### src/rtl/spi_master_if.sv
// Request/response bundle between a host and spi_master.
// The host drives the request side, spi_master returns status.
interface spi_master_if;
  logic       start;
  logic       rw;
  logic [5:0] address;
  logic [7:0] wr_data;
  logic       busy;
  logic       done;
  logic [7:0] rd_data;

  modport master (
    output start, rw, address, wr_data,
    input  busy, done, rd_data
  );

  modport slave (
    input  start, rw, address, wr_data,
    output busy, done, rd_data
  );
endinterface

### src/rtl/spi_master.sv
// SPI mode 0 initiator: one 16-bit register read or write per request.
// Frame is {rw, 0, addr[5:0]} then data, MSB first; miso holds read data.
module spi_master #(
  parameter int unsigned CLK_DIV  = 4,
  parameter int unsigned CS_SETUP = 2,
  parameter int unsigned CS_HOLD  = 2,
  parameter int unsigned CS_GAP   = 2
) (
  input  logic       clock,
  input  logic       reset,
  spi_master_if.slave bus,
  output logic       spi_clk,
  output logic       cs_n,
  output logic       mosi,
  input  logic       miso
);

  typedef enum logic [2:0] {
    IDLE, SETUP, SHIFT, HOLD, DONE, GAP
  } state_e;

  localparam logic [7:0] DIV_LAST   = 8'(CLK_DIV - 1);
  localparam logic [7:0] SETUP_LAST = 8'(CS_SETUP - 1);
  localparam logic [7:0] HOLD_LAST  = 8'(CS_HOLD - 1);
  localparam logic [7:0] GAP_LAST   = 8'(CS_GAP - 1);
  localparam bit         NO_GAP     = (CS_GAP == 0);

  state_e      state_q;
  logic [15:0] sr_q;
  logic [7:0]  rx_q;
  logic [7:0]  rd_q;
  logic [7:0]  cnt_q;
  logic [3:0]  bit_q;
  logic        rw_q;
  logic        busy_q;
  logic        done_q;
  logic        sclk_q;
  logic        csn_q;
  logic        mosi_q;

  assign bus.busy    = busy_q;
  assign bus.done    = done_q;
  assign bus.rd_data = rd_q;
  assign spi_clk     = sclk_q;
  assign cs_n        = csn_q;
  assign mosi        = mosi_q;

  // Frame sequencer; every pin and status output is registered here.
  always_ff @(posedge clock) begin
    if (reset) begin
      state_q <= IDLE;
      sr_q    <= '0;
      rx_q    <= '0;
      rd_q    <= '0;
      cnt_q   <= '0;
      bit_q   <= '0;
      rw_q    <= 1'b0;
      busy_q  <= 1'b0;
      done_q  <= 1'b0;
      sclk_q  <= 1'b0;
      csn_q   <= 1'b1;
      mosi_q  <= 1'b0;
    end else begin
      done_q <= 1'b0;
      unique case (state_q)
        IDLE: begin
          if (bus.start) begin
            // Reads shift out zeros in the data byte.
            sr_q    <= {bus.rw, 1'b0, bus.address,
                        bus.rw ? bus.wr_data : 8'h00};
            rw_q    <= bus.rw;
            mosi_q  <= bus.rw;
            csn_q   <= 1'b0;
            busy_q  <= 1'b1;
            cnt_q   <= '0;
            state_q <= SETUP;
          end
        end
        SETUP: begin
          if (cnt_q == SETUP_LAST) begin
            cnt_q   <= '0;
            bit_q   <= '0;
            state_q <= SHIFT;
          end else begin
            cnt_q <= cnt_q + 8'd1;
          end
        end
        SHIFT: begin
          if (cnt_q != DIV_LAST) begin
            cnt_q <= cnt_q + 8'd1;
          end else begin
            cnt_q <= '0;
            if (!sclk_q) begin
              sclk_q <= 1'b1;
              // Only byte-1 samples carry read data.
              if (bit_q[3]) begin
                rx_q <= {rx_q[6:0], miso};
              end
            end else begin
              sclk_q <= 1'b0;
              if (bit_q == 4'd15) begin
                state_q <= HOLD;
              end else begin
                bit_q  <= bit_q + 4'd1;
                sr_q   <= {sr_q[14:0], 1'b0};
                mosi_q <= sr_q[14];
              end
            end
          end
        end
        HOLD: begin
          if (cnt_q == HOLD_LAST) begin
            cnt_q   <= '0;
            csn_q   <= 1'b1;
            mosi_q  <= 1'b0;
            done_q  <= 1'b1;
            if (!rw_q) begin
              rd_q <= rx_q;
            end
            state_q <= DONE;
          end else begin
            cnt_q <= cnt_q + 8'd1;
          end
        end
        DONE: begin
          if (NO_GAP) begin
            busy_q  <= 1'b0;
            state_q <= IDLE;
          end else begin
            state_q <= GAP;
          end
        end
        GAP: begin
          if (cnt_q == GAP_LAST) begin
            busy_q  <= 1'b0;
            state_q <= IDLE;
          end else begin
            cnt_q <= cnt_q + 8'd1;
          end
        end
        default: state_q <= IDLE;
      endcase
    end
  end

endmodule

### src/flat_wrapper.sv
// flat-port wrapper written by rule: the top's interface ports become plain ports
module spi_master_flat 
#(
  parameter int unsigned CLK_DIV  = 4,
  parameter int unsigned CS_SETUP = 2,
  parameter int unsigned CS_HOLD  = 2,
  parameter int unsigned CS_GAP   = 2
)
  (clock, reset, spi_clk, cs_n, mosi, miso, bus_start, bus_rw, bus_address, bus_wr_data, bus_busy, bus_done, bus_rd_data);
  spi_master_if bus_i ();
  input  logic clock;
  input  logic reset;
  output logic spi_clk;
  output logic cs_n;
  output logic mosi;
  input  logic miso;
  input wire logic [$bits(bus_i.start)-1:0] bus_start;
  input wire logic [$bits(bus_i.rw)-1:0] bus_rw;
  input wire logic [$bits(bus_i.address)-1:0] bus_address;
  input wire logic [$bits(bus_i.wr_data)-1:0] bus_wr_data;
  output wire logic [$bits(bus_i.busy)-1:0] bus_busy;
  output wire logic [$bits(bus_i.done)-1:0] bus_done;
  output wire logic [$bits(bus_i.rd_data)-1:0] bus_rd_data;
  assign bus_i.start = bus_start;
  assign bus_i.rw = bus_rw;
  assign bus_i.address = bus_address;
  assign bus_i.wr_data = bus_wr_data;
  assign bus_busy = bus_i.busy;
  assign bus_done = bus_i.done;
  assign bus_rd_data = bus_i.rd_data;
  spi_master #(.CLK_DIV(CLK_DIV), .CS_SETUP(CS_SETUP), .CS_HOLD(CS_HOLD), .CS_GAP(CS_GAP)) u_core (.clock(clock), .reset(reset), .bus(bus_i), .spi_clk(spi_clk), .cs_n(cs_n), .mosi(mosi), .miso(miso));
endmodule
### config.mk
export PLATFORM = sky130hd
export DESIGN_NAME = spi_master_flat
export DESIGN_NICKNAME = d
export VERILOG_FILES = /design/src/rtl/spi_master_if.sv /design/src/rtl/spi_master.sv /design/src/flat_wrapper.sv
export SDC_FILE = /design/constraint.sdc
export NUM_CORES = 1
export LEC_CHECK = 0
export ABC_AREA = 1
export BUFFER_PORTS_ARGS = -buffer_cell sky130_fd_sc_hd__buf_2
export CORE_MARGIN = 10
export CORE_UTILIZATION = 38
export CTS_CLUSTER_SIZE = 14
export DETAILED_ROUTE_END_ITERATION = 16
export GPL_TIMING_DRIVEN = 1
export SLEW_MARGIN = 20
export SYNTH_ARGS = -nofsm -noshare
export SYNTH_HDL_FRONTEND = slang
export SYNTH_SLANG_ARGS = --single-unit
### constraint.sdc
create_clock -name clock -period 2.4 [get_ports clock]
set_clock_uncertainty 0.05 [all_clocks]
set_input_delay 0.48 -clock clock [delete_from_list [all_inputs] [get_ports clock]]
set_output_delay 0.48 -clock clock [all_outputs]
set_load 0.1 [all_outputs]
==> out/results.md <==
## Outcome
• result of the run: complete, no violations

## Routing
• final wirelength: 6.00 mm
• first-pass iteration count of the detailed router: 4
• DRC violations left: 0
• Post-DRT Antenna Nets: 0
• average via count per standard cell: 4.84
• vias after detailed routing: 2373
• Initial DRC Count: 112
• Avg WL per Cell: 12.2 µm

## Placement
• HPWL after detailed placement: 4.27 mm
• Placement Cell Area: 2840 µm²
• Routability Congestion: 0.850
• number of port buffers: 31
• cell count after placement: 482

## Min path
• end point of the worst hold path: u_core.rx_q[0]$_SDFFE_PP0P_
• worst min-delay path class: in2reg
• instance count along the most critical hold path: 3
• worst min-delay path startpoint: miso

## Clock tree
• post-CTS setup-driven buffer insertion count: 0
• TritonCTS clock tree: done
• CTS H-Tree Depth: 2
• clock insertion delay at the later pin of the skew report: 320 ps
• root buffer cell: sky130_fd_sc_hd__clkbuf_8
• number of buffers inserted by hold repair at cts: 0
• TritonCTS Buffers: 5
• number of instances resized during post-cts repair: 0
• clock tree sinks: 52
• Max clock buf depth: 2
• Clk pin slew, worst setup/hold paths: 110 ps

## Global routing
• maximum number of pins on one net before global-route repair: 23
• initial antenna violation count: 0
• global-route usage over all layers: 0.117
• wire length of the first global-routing pass: 10.2 mm
• leftover overflow at the end of global routing: 0
• via count of the first global-routing pass: 2174

## Critical path
• data required time at the worst endpoint: 2560 ps
• maximum fanout along the worst path: 21
• register-to-register setup slack: 460 ps
• worst reg-to-reg path cell count: 10
• worst setup path category: reg2reg
• endpoint arrival time on the critical path: 2100 ps
• reg2reg start: u_core.state_q[2]$_SDFFE_PP0P_
• reg2reg end: u_core.sr_q[8]$_SDFFE_PP0P_
• Crit. End Element: flip-flop
• crit start category: flip-flop

## Power
• power density of the placed cells: 971 nW/µm²
• worst vdd rail ir drop: 385 µV
• total power of the final layout: 2.85 mW
• Leak Pwr: 1.34 nW

## Synth
• total number of yosys warnings: 0
• number of register bits inferred by synthesis: 52
• Synth area leader: sky130_fd_sc_hd__dfxtp_1
• portion of synthesized cell area occupied by the leading cell type: 0.396
• number of instances in the synthesized netlist: 381
• number of unique standard cell types used by synthesis: 30
• number of flops mapped to enable cells by yosys: 0
• post-synthesis cell area: 2630 µm²
• Post-Syn Area per Cell: 6.90 µm²
• ranking of synthesized cells by area: sky130_fd_sc_hd__dfxtp_1 40%, sky130_fd_sc_hd__nand2_1 14%, sky130_fd_sc_hd__a21oi_1 7.4%
• async set or reset register ratio after synthesis: 0
• register area share after synthesis: 0.396
• commonest register cell after synthesis: sky130_fd_sc_hd__dfxtp_1
• net count after synthesis: 403

## Final layout
• Finished Core Util: 0.435
• synthesis-to-layout area growth: 11.8%
• most common cell after layout, fill and taps aside: sky130_fd_sc_hd__nand2_1
• commonest non-fill, non-tap cells in the layout: 97 x sky130_fd_sc_hd__nand2_1, 52 x sky130_fd_sc_hd__dfxtp_1, 39 x sky130_fd_sc_hd__nor2_1, 39 x sky130_fd_sc_hd__a21oi_1, 35 x sky130_fd_sc_hd__inv_1
• ratio of cells with drive above 1 in the final layout: 0.163
• Final nets: 431
• Post-Layout Inst Area: 2940 µm²
• antenna diode instance count: 0
• Post-Layout Cell Count: 490

## Floorplan
• area of the die: 10600 µm²
• top-level I/O count: 32
• Core Box Area: 6760 µm²
• die boundary width: 103 µm
• height of the die: 103 µm
• number of core rows: 30
• starting utilization of the core area: 0.389

## Timing
• Hold Fails Final Rpt: 0
• maximum clock frequency: 0.516 GHz
• unrepaired setup endpoints after global routing: no
• final critical-path share of the clock period: 0.807
• Least-Margin Pin Slew: 495 ps
• time the final worst path needs with I/O delays and setup: 1940 ps
• setup TNS: 0 ps
• Final Max Tran Viols: 0
• relative max-transition margin: 0.672
• final setup vio count: 0

## Run
• number of maximum-capacitance violations: 0

sequential cells by signal, indices dropped and copies added (netlist names):
signal and flops:
u_core.bit_q 4, u_core.mosi 1, u_core.state_q 3, u_core.rx_q 8, u_core.cnt_q 8, u_core.bus.done 1, u_core.rw_q 1, u_core.cs_n 1
u_core.sr_q 15, u_core.bus.busy 1, u_core.spi_clk 1, u_core.bus.rd_data 8
cell usage after synthesis (5+ instances only):
| cell type | instances |
|---|---|
| sky130_fd_sc_hd__dfxtp_1 | 52 |
| sky130_fd_sc_hd__a21oi_1 | 39 |
| sky130_fd_sc_hd__buf_2 | 5 |
| sky130_fd_sc_hd__o21ai_1 | 5 |
| sky130_fd_sc_hd__nand2_1 | 97 |
| sky130_fd_sc_hd__nand4_1 | 14 |
| sky130_fd_sc_hd__nand3_1 | 21 |
| sky130_fd_sc_hd__inv_1 | 35 |
| sky130_fd_sc_hd__o21ai_0 | 23 |
| sky130_fd_sc_hd__o31ai_1 | 5 |
| sky130_fd_sc_hd__clkbuf_1 | 7 |
| sky130_fd_sc_hd__nor2_1 | 39 |
critical path, cell delays in order (launching register included):
cell and delay [ps]:
sky130_fd_sc_hd__dfxtp_1 370, sky130_fd_sc_hd__inv_2 130, sky130_fd_sc_hd__nand2_1 90, sky130_fd_sc_hd__nor2_2 340, sky130_fd_sc_hd__nand2_1 150, sky130_fd_sc_hd__nand2_2 120, sky130_fd_sc_hd__inv_4 70, sky130_fd_sc_hd__nand3_2 310
sky130_fd_sc_hd__nand2_1 90, sky130_fd_sc_hd__nand2_1 70, sky130_fd_sc_hd__nor2_1 40
through the flow:
step	hold slack [ps]	worst slack [ps]
after floorplan	380	602
after global placement	398	480
after detailed placement	402	504
after CTS	374	473
after global routing	378	239
final	388	463
how the worst max path moves through the flow:
stage	start	endpoint	slack, ps	depth (start not counted)
3_3_place_gp	u_core.state_q[2]$_SDFFE_PP0P_	u_core.sr_q[7]$_SDFFE_PP0P_	480	10
3_5_place_dp	u_core.state_q[2]$_SDFFE_PP0P_	u_core.sr_q[8]$_SDFFE_PP0P_	500	10
2_1_floorplan	u_core.spi_clk$_SDFFE_PP0P_	u_core.rx_q[5]$_SDFFE_PP0P_	600	5
6_report	u_core.state_q[2]$_SDFFE_PP0P_	u_core.sr_q[8]$_SDFFE_PP0P_	460	10
5_1_grt	u_core.cnt_q[0]$_SDFFE_PP0P_	u_core.sr_q[12]$_SDFFE_PP0P_	240	8
4_1_cts	u_core.cnt_q[0]$_SDFFE_PP0P_	u_core.sr_q[7]$_SDFFE_PP0P_	470	8
layer usage:
| layer | vias up | part of all wire | global-route usage | routed length (µm) |
|---|---|---|---|---|
| li1 | 1292 | - | - | - |
| met1 | 1040 | 0.48 | 0.150 | 2900 |
| met2 | 35 | 0.47 | 0.193 | 2820 |
| met3 | 6 | 0.033 | 0.0239 | 200 |
| met4 | 0 | 0.014 | 0.0364 | 85 |
| met5 | - | 0 | 0 | 0 |
report_power, final:
| group | total (mW) | internal (mW) | switching, mW | leakage (nW) |
|---|---|---|---|---|
| Combinational | 1.21 | 0.345 | 0.867 | 0.867 |
| Sequential | 1.09 | 1.00 | 0.0849 | 0.423 |
| Clock | 0.557 | 0.221 | 0.336 | 0.0511 |
cell type report:
type / count / area [µm²]
sequential: 52 / 1040
clock buffer: 5 / 68.8
fill: 705 / 3820
clock inverter: 3 / 28.8
tap: 80 / 100
inverter: 40 / 153
timing repair buffer: 38 / 208
multi-input combinational: 272 / 1340
cell families after synthesis:
logic type / count (synthesis) / share of synthesized area
XOR/XNOR: 5 / 0.0167
adder cells (fa/ha/maj): 3 / 0.0143
AO/OA/AOI/OAI: 75 / 0.151
buffers and inverters: 57 / 0.0947
AND/OR/NAND/NOR: 189 / 0.327
flip-flops: 52 / 0.396
Note: power is estimated with default switching activity, not from simulation.
